**config.mk**
```make
export PLATFORM = sky130hd
export DESIGN_NAME = branch_resolve_ctrl
export DESIGN_NICKNAME = d
export VERILOG_FILES = /design/src/rtl/branch_resolve_ctrl.sv
export SDC_FILE = /design/constraint.sdc
export NUM_CORES = 1
export LEC_CHECK = 0
export BUFFER_PORTS_ARGS = -buffer_cell sky130_fd_sc_hd__buf_2
export CORE_AREA = 2 2 154 231
export DETAILED_ROUTE_END_ITERATION = 6
export DIE_AREA = 0 0 156 233
export GPL_ROUTABILITY_DRIVEN = 0
export GPL_TIMING_DRIVEN = 0
export MAX_ROUTING_LAYER = met4
export PLACE_DENSITY = 0.47
export SETUP_SLACK_MARGIN = 0.2
export SLEW_MARGIN = 20
export SYNTH_ARGS = -nofsm -noshare
export SYNTH_HDL_FRONTEND = slang
export SYNTH_SLANG_ARGS = --single-unit
```
**constraint.sdc**
```tcl
create_clock -name CLK -period 2.5 [get_ports CLK]
set_clock_uncertainty 0.05 [all_clocks]
set_input_delay 0.5 -clock CLK [delete_from_list [all_inputs] [get_ports CLK]]
set_output_delay 0.5 -clock CLK [all_outputs]
set_load 0.05 [all_outputs]
```
**src/rtl/branch_resolve_ctrl.sv**
```systemverilog
// rtl/branch_resolve_ctrl.sv - branch/jump resolver with result hold and front-end flush sequencing
// Optional statistics counters are compiled in with `define BRC_STATS_EN.
module branch_resolve_ctrl #(
    parameter int FLUSH_CYCLES = 2
) (
    input  logic        CLK,
    input  logic        RST_N,
    input  logic        in_valid,
    output logic        in_ready,
    input  logic [6:0]  in_opcode,
    input  logic [2:0]  in_funct3,
    input  logic [31:0] in_pc,
    input  logic [31:0] in_imm,
    input  logic [31:0] in_rs1,
    input  logic [31:0] in_rs2,
    output logic        out_valid,
    input  logic        out_ready,
    output logic        out_taken,
    output logic [31:0] out_target,
    output logic [31:0] out_link,
    output logic        out_illegal,
    output logic        out_misalign,
    output logic        flush,
    output logic        busy,
    output logic [31:0] stat_branches,
    output logic [31:0] stat_taken
);

    localparam logic [6:0] OP_BRANCH = 7'b1100011;
    localparam logic [6:0] OP_JAL    = 7'b1101111;
    localparam logic [6:0] OP_JALR   = 7'b1100111;
    localparam logic [2:0] FLUSH_INIT = 3'(FLUSH_CYCLES - 1);

    typedef enum logic [1:0] {
        IDLE   = 2'd0,
        RESULT = 2'd1,
        FLUSH  = 2'd2
    } state_e;

    state_e      state_q;
    logic        in_ready_q, out_valid_q, flush_q, busy_q;
    logic        taken_q, illegal_q, misalign_q;
    logic [31:0] target_q, link_q;
    logic [2:0]  cnt_q;

    logic        taken_d, illegal_d, misalign_d;
    logic [31:0] target_d, link_d;
    logic [31:0] pc_imm, jalr_tgt;

    // Result is resolved from the live inputs and registered at accept time,
    // so later input changes cannot leak into the held result.
    always_comb begin
        pc_imm    = in_pc + in_imm;
        jalr_tgt  = (in_rs1 + in_imm) & 32'hFFFF_FFFE;
        link_d    = in_pc + 32'd4;
        taken_d   = 1'b0;
        illegal_d = 1'b0;
        target_d  = link_d;
        unique case (in_opcode)
            OP_BRANCH: begin
                target_d = pc_imm;
                unique case (in_funct3)
                    3'b000:  taken_d = (in_rs1 == in_rs2);
                    3'b001:  taken_d = (in_rs1 != in_rs2);
                    3'b100:  taken_d = ($signed(in_rs1) <  $signed(in_rs2));
                    3'b101:  taken_d = ($signed(in_rs1) >= $signed(in_rs2));
                    3'b110:  taken_d = (in_rs1 <  in_rs2);
                    3'b111:  taken_d = (in_rs1 >= in_rs2);
                    default: begin
                        illegal_d = 1'b1;
                        target_d  = link_d;
                    end
                endcase
            end
            OP_JAL: begin
                taken_d  = 1'b1;
                target_d = pc_imm;
            end
            OP_JALR: begin
                taken_d  = 1'b1;
                target_d = jalr_tgt;
            end
            default: illegal_d = 1'b1;
        endcase
        misalign_d = taken_d && (target_d[1:0] != 2'b00);
    end

    always_ff @(posedge CLK or negedge RST_N) begin
        if (!RST_N) begin
            state_q     <= IDLE;
            in_ready_q  <= 1'b1;
            out_valid_q <= 1'b0;
            flush_q     <= 1'b0;
            busy_q      <= 1'b0;
            taken_q     <= 1'b0;
            illegal_q   <= 1'b0;
            misalign_q  <= 1'b0;
            target_q    <= 32'd0;
            link_q      <= 32'd0;
            cnt_q       <= 3'd0;
        end else begin
            unique case (state_q)
                IDLE: begin
                    if (in_valid) begin
                        state_q     <= RESULT;
                        in_ready_q  <= 1'b0;
                        out_valid_q <= 1'b1;
                        busy_q      <= 1'b1;
                        taken_q     <= taken_d;
                        illegal_q   <= illegal_d;
                        misalign_q  <= misalign_d;
                        target_q    <= target_d;
                        link_q      <= link_d;
                    end
                end
                RESULT: begin
                    if (out_ready) begin
                        out_valid_q <= 1'b0;
                        if (taken_q && !illegal_q && !misalign_q) begin
                            state_q <= FLUSH;
                            flush_q <= 1'b1;
                            cnt_q   <= FLUSH_INIT;
                        end else begin
                            state_q    <= IDLE;
                            in_ready_q <= 1'b1;
                            busy_q     <= 1'b0;
                        end
                    end
                end
                FLUSH: begin
                    if (cnt_q == 3'd0) begin
                        state_q    <= IDLE;
                        flush_q    <= 1'b0;
                        in_ready_q <= 1'b1;
                        busy_q     <= 1'b0;
                    end else begin
                        cnt_q <= cnt_q - 3'd1;
                    end
                end
                default: begin
                    state_q    <= IDLE;
                    in_ready_q <= 1'b1;
                    busy_q     <= 1'b0;
                    flush_q    <= 1'b0;
                end
            endcase
        end
    end

    assign in_ready     = in_ready_q;
    assign out_valid    = out_valid_q;
    assign out_taken    = taken_q;
    assign out_target   = target_q;
    assign out_link     = link_q;
    assign out_illegal  = illegal_q;
    assign out_misalign = misalign_q;
    assign flush        = flush_q;
    assign busy         = busy_q;

`ifdef BRC_STATS_EN
    logic        is_cbr, is_cbr_q;
    logic [31:0] stat_br_q, stat_tk_q;

    assign is_cbr = (in_opcode == OP_BRANCH) && (in_funct3[2:1] != 2'b01);

    always_ff @(posedge CLK or negedge RST_N) begin
        if (!RST_N) begin
            is_cbr_q  <= 1'b0;
            stat_br_q <= 32'd0;
            stat_tk_q <= 32'd0;
        end else begin
            if (state_q == IDLE && in_valid)
                is_cbr_q <= is_cbr;
            if (state_q == RESULT && out_ready && is_cbr_q) begin
                if (stat_br_q != 32'hFFFF_FFFF)
                    stat_br_q <= stat_br_q + 32'd1;
                if (taken_q && stat_tk_q != 32'hFFFF_FFFF)
                    stat_tk_q <= stat_tk_q + 32'd1;
            end
        end
    end

    assign stat_branches = stat_br_q;
    assign stat_taken    = stat_tk_q;
`else
    assign stat_branches = 32'd0;
    assign stat_taken    = 32'd0;
`endif

endmodule

```
# Yosys cells after proc, flatten, opt, wreduce, memory -nomap -nowiden
# Index checks and enable logic that the tools add are counted.
# Widths: inputs -> output; s select.
op_classes:
  addsub: 4
  n_lt_le_gt_ge: 4
  eq_ne: 18
  mux: 30
  bitwise_logic: 1
  n_reduce_logical: 19
op_table:
  columns: ["operator", "count"]
  rows:
  - ["$pmux 32 s3", 1]
  - ["$add 32x32->32", 2]
  - ["$ge 32x32->1", 2]
  - ["$lt 32x32->1", 2]
  - ["$add 32x3->32 const B", 1]
  - ["$eq 32x32->1", 1]
  - ["$mux 32", 1]
  - ["$ne 32x32->1", 1]
  - ["$eq 7x7->1 const B", 3]
  - ["$eq 3x3->1 const B", 4]
  - ["$mux 1", 12]
  - ["$ne 2x2->1 const B", 6]
  - ["$reduce_and 4->1", 3]
  - ["$mux 3", 3]
  - ["$pmux 1 s3", 3]
  - ["$mux 2", 4]
  - ["$logic_not 3->1", 2]
  - ["$pmux 1 s2", 3]
  - ["$pmux 1 s6", 1]
  - ["$pmux 2 s3", 1]
  - ["$pmux 3 s2", 1]
  - ["$reduce_and 3->1", 2]
  - ["$reduce_bool 2->1", 3]
  - ["$reduce_or 6->1", 1]
  - ["other kinds (10)", 13]
totals:
  ff_bits: 76
  input_bits: 142
  wordCells: 87

# Longest topological paths before layout
logic_depth:
  depth_word: 6
  depth_mapped: 11

# Worst setup path after synthesis
# OpenSTA, ideal clock, no wires.
synth_timing:
  path_kind: "input-to-reg"
  startpoint: "input port in_pc[0]"
  endpoint: "register target_q[26], in the netlist out_target[26]"
  setup_time_ns: 0.124
  arrival_ns: 2.795
  required_ns: 2.326
  path_slack_ns: -0.469
  stages: 11
  path_cell_list: "ha_1 -> fa_1 -> a211oi_2 -> o211ai_1 -> a31oi_1 -> o211ai_2 -> a31oi_4 -> o21ai_1 -> a311oi_1 -> nor3_1 -> a211o_1"
synth_via:
  elab_chain_len: 3
  word_cells_on_any_way: 4
synth_lines:
  columns: ["element", "line", "text"]
  rows:
  - ["from (decl)", "12", "input logic [31:0] in_pc,"]
  - ["$add 32x3->32 or $add 32x32->32 (tied branches)", "55, 53", null]
  - ["$mux 32", "62", "unique case (in_funct3)"]
  - ["$pmux 32 s3 (*)", "59", "unique case (in_opcode)"]
  - ["to (signal assigned)", "112", "target_q <= target_d;"]
  - ["to (decl)", "43", "logic [31:0] target_q, link_q;"]
# Mark *: on every way between the ends. The rest lies on a longest branch, timed or not.
# A chain may end at the register's enable or synchronous reset.

# Worst setup path after layout
layout_timing:
  startpoint: "input port in_pc[0]"
  endpoint: "register target_q[30], in the netlist out_target[30]"
# The elaborated chain is that of the path after synthesis.

==> reports/summary.txt <==
Status: complete, but fails checks
Violated checks: setup timing
Vias in the first global route: 9015
Area after DPL: 10530 um2
Sequential area share after synthesis: 0.2248
Die height: 233 um
MaxCap Viol Count: 0
Chip width: 156 um
DRC Markers: 0
Die area: 36350 um2
Hold-fix buffers, CTS: 0
Highest ir drop seen on vdd: 0.2824 mV
Switch Pwr: 3425 uW
Area growth syn-to-layout: 43.60%
Crit path DAT: 3.10 ns
Fin cells: 1830
Top FF cell, synth: dfrtp_1
Num rows: 83
Initial DRC count: 436
Leakage: 0.005744 uW
Int Pwr: 3729 uW
Syn Inst Count: 1078
Worst Tran Pin Value: 0.7188 ns
Distinct cell type count after synthesis: 72
Pwr Density: 588.4 nW/um2
Sequential power share: 0.244
Clk network pwr share: 0.226
Comb power frac: 0.529
Antenna violations before repair: 1
Global-route wire length before repair: 53220 um
Sinks on Clock Net: 76
# placed instances: 1778
Synth async-reset ratio: 1.000
CP Launch Type: input pin
First-pass DRT Iterations: 5
Tcrit/Tclk final: 1.149
Total GRT Usage: 0.2007
Max Clk Rate: 348.2 MHz
Cell Area, Synth: 8466 um2
GRT overflow: 0
Reg2Reg Launch Point: state_q[1]
Synth Register Bits: 76
CTS tree: done
DRT Wirelength: 36660 um
Core ar.: 34170 um2
Max-slew headroom: 0.5208
RSZ-0062 raised after global routing: yes
Hold Crit Class: in -> async
Final net count: 1639
DR top layer: met4
Ports: 277
HPWL Detailed: 29770 um
Final Max Tran Viols: 0
Most common library cell in the layout ignoring fill and taps: buf_2
# fillers: 3596
Critical Path Source: in_pc[0]
Share of layout cells above drive strength 1: 0.3554
Routed metal-1 wire length: 14260 um
Clk slew on worst S/H paths: 0.07 ns
Syn Area/Cell: 7.853 um2
CTS Buf Count: 9
Port Buf Inserts: 211
Met2 WL: 19200 um
Ys Warns: 0
Req. time, crit path: 2.73 ns
Final design area excluding fillers: 12160 um2
Sw Share: 0.4788
Post-synth EDFFs: 0
Setup-failing EPs final: 18
Worst-path fanout max: 6
Antenna Nets Post-Route: 0
Drt wl/cell: 20.03 um
H-tree Lvls: 3
Setup slack after layout: -0.3719 ns
Crit end category: flip-flop
Largest net degree at the start of global routing: 49
Routed via count: 9138
Via/cell ratio: 4.993
Slowest cell on the critical path: fa_2
Crit path cell chain: buf_8, ha_4, fa_2, a211oi_2, o211ai_1, a31oi_1, o211ai_2, a31oi_4, nor3_2, o211ai_1, mux2_4, a31oi_1
CTS root buffer: clkbuf_16
Min cycle time layout: 2.872 ns
Hold Vio Cnt, Final: 0
Clock Latency Late Sink: 0.35 ns
Max incr delay on CP: 0.35 ns
Initial Utilization: 0.2478
Detail Route met3 WL: 1365 um
Most frequent cells in the layout: buf_2 (197), nand2_1 (137), buf_4 (96), dfrtp_1 (75), a21oi_1 (66)
Setup CP Type: in -> reg
Clock Path Buffers: 2
-- cells in the mapped netlist (3+ instances only) --
| library cell | instances | area [um2] |
|---|---|---|
| nor2b_1 | 8 | 50.05 |
| o211ai_1 | 9 | 67.56 |
| o211ai_2 | 3 | 37.54 |
| xnor2_1 | 39 | 341.6 |
| o31ai_1 | 3 | 22.52 |
| nand2b_1 | 18 | 112.6 |
| nand4_1 | 19 | 118.9 |
| o21bai_1 | 5 | 37.54 |
| a221oi_1 | 6 | 52.55 |
| a22oi_1 | 14 | 105.1 |
| nor3_1 | 19 | 95.09 |
| mux2i_1 | 4 | 40.04 |
| o221ai_1 | 10 | 87.58 |
| nand3_1 | 23 | 115.1 |
| o21ai_0 | 68 | 340.3 |
| nand2_1 | 141 | 529.3 |
| o21a_1 | 7 | 52.55 |
| nor2_1 | 57 | 214.0 |
| xor2_1 | 40 | 350.3 |
| inv_1 | 59 | 221.5 |
| o22ai_1 | 8 | 50.05 |
| a31oi_1 | 13 | 81.33 |
| and4_1 | 3 | 26.28 |
| dfrtp_1 | 75 | 1877 |
| o21ai_1 | 19 | 95.09 |
| buf_4 | 65 | 488.0 |
| clkbuf_1 | 33 | 123.9 |
| a21o_1 | 38 | 285.3 |
| nor4_1 | 6 | 37.54 |
| a2111oi_0 | 3 | 26.28 |
| a211oi_1 | 5 | 37.54 |
| or3_1 | 3 | 18.77 |
| ha_1 | 96 | 1201 |
| a222oi_1 | 4 | 40.04 |
| a211oi_2 | 3 | 37.54 |
| a21oi_1 | 89 | 445.4 |
| and2_1 | 3 | 18.77 |
| and3_1 | 15 | 93.84 |
-- power groups by stage --
| stage | sequential [uW] | combinational, uW | clock (uW) |
|---|---|---|---|
| finish | 1750 | 3790 | 1620 |
| global route | 1780 | 4050 | 1690 |
| CTS | 1740 | 3630 | 1630 |
| detailed placement | 1760 | 3470 | 0 |
| global placement | 1760 | 3450 | 0 |
| floorplan | 2640 | 1550 | 0 |
-- state kept, by name (all words and copies together), names as in the netlist --
signal        count
out_link         32
out_target       32
cnt_q             3
state_q           2
busy              1
flush             1
in_ready          1
out_illegal       1
out_misalign      1
out_taken         1
out_valid         1
-- stage by stage --
stage               hold slack [ns]  utilization  setup TNS (ns)  total power [uW]  setup WS [ns]
floorplan                    0.1544            -          -1.264              4185        -0.2925
global placement             0.4094       0.3075          -27.00              5209         -1.124
detailed placement           0.4147       0.3081          -27.70              5231         -1.106
CTS                          0.1669       0.3379          -3.173              7006        -0.4001
global route                 0.2005       0.3558          -5.386              7519        -0.4784
finish                       0.1448       0.3558          -3.649              7154        -0.3719
-- cell type report --
class                           instances  area [um2]  area share
Clock buffer                           11       252.7     0.02079
Timing Repair Buffer                  247        1461      0.1202
Sequential cell                        76        1903      0.1565
Clock inverter                          5       106.4    0.008748
Tap cell                              425       531.8     0.04374
Antenna cell                            1       2.502   0.0002058
Inverter                               59       221.5     0.01822
Buffer                                 98       630.6     0.05187
Multi-Input combinational cell        908        7047      0.5797
-- logic make-up (layout without fill, tap and decap cells) --
logic type / after synthesis / in the layout / synth area share
AO/OA/AOI/OAI: 335 / 335 / 0.2610
AND/OR/NAND/NOR: 327 / 327 / 0.1809
buffers and inverters: 157 / 420 / 0.09843
adder cells (fa/ha/maj): 98 / 98 / 0.1466
XOR/XNOR: 79 / 79 / 0.08173
flip-flops: 76 / 76 / 0.2248
multiplexers: 5 / 5 / 0.006060
other: 1 / 65 / 0.0004430
-- path summary, 6_finish.rpt --
| path | cells past startpoint | slack, ns | endpoint |
|---|---|---|---|
| min | 1 | 0.14 | out_link[3] |
| max | 12 | -0.37 | out_target[30] |
| min reg2reg | 2 | 0.43 | out_link[2] |
| min in group CLK | 4 | 0.41 | out_link[0] |
| max reg2reg | 8 | 0.29 | out_target[7] |
| max in group asynchronous | 2 | 1.64 | out_target[10] |
-- worst max-delay path, delay by kind of cell --
kind	cells	cell delay, ns
compound gates	7	1.58
fa+ha+maj	2	0.50
buf+inv	1	0.10
mux	1	0.33
simple gates	1	0.09
-- timing repair --
action | CTS | global route
resized for setup | 104 | 97
pin swaps | 58 | 65
setup buffers | 19 | 16
setup endpoints to repair | 64 | 65
-- metal layers --
| metal | track usage | vias to the layer above |
|---|---|---|
| li1 | - | 4417 |
| met1 | 0.2190 | 4338 |
| met2 | 0.3628 | 301 |
| met3 | 0.01639 | 82 |
| met4 | 0.1021 | 0 |
| met5 | - | - |
Note: power is estimated with default switching activity, not from simulation.
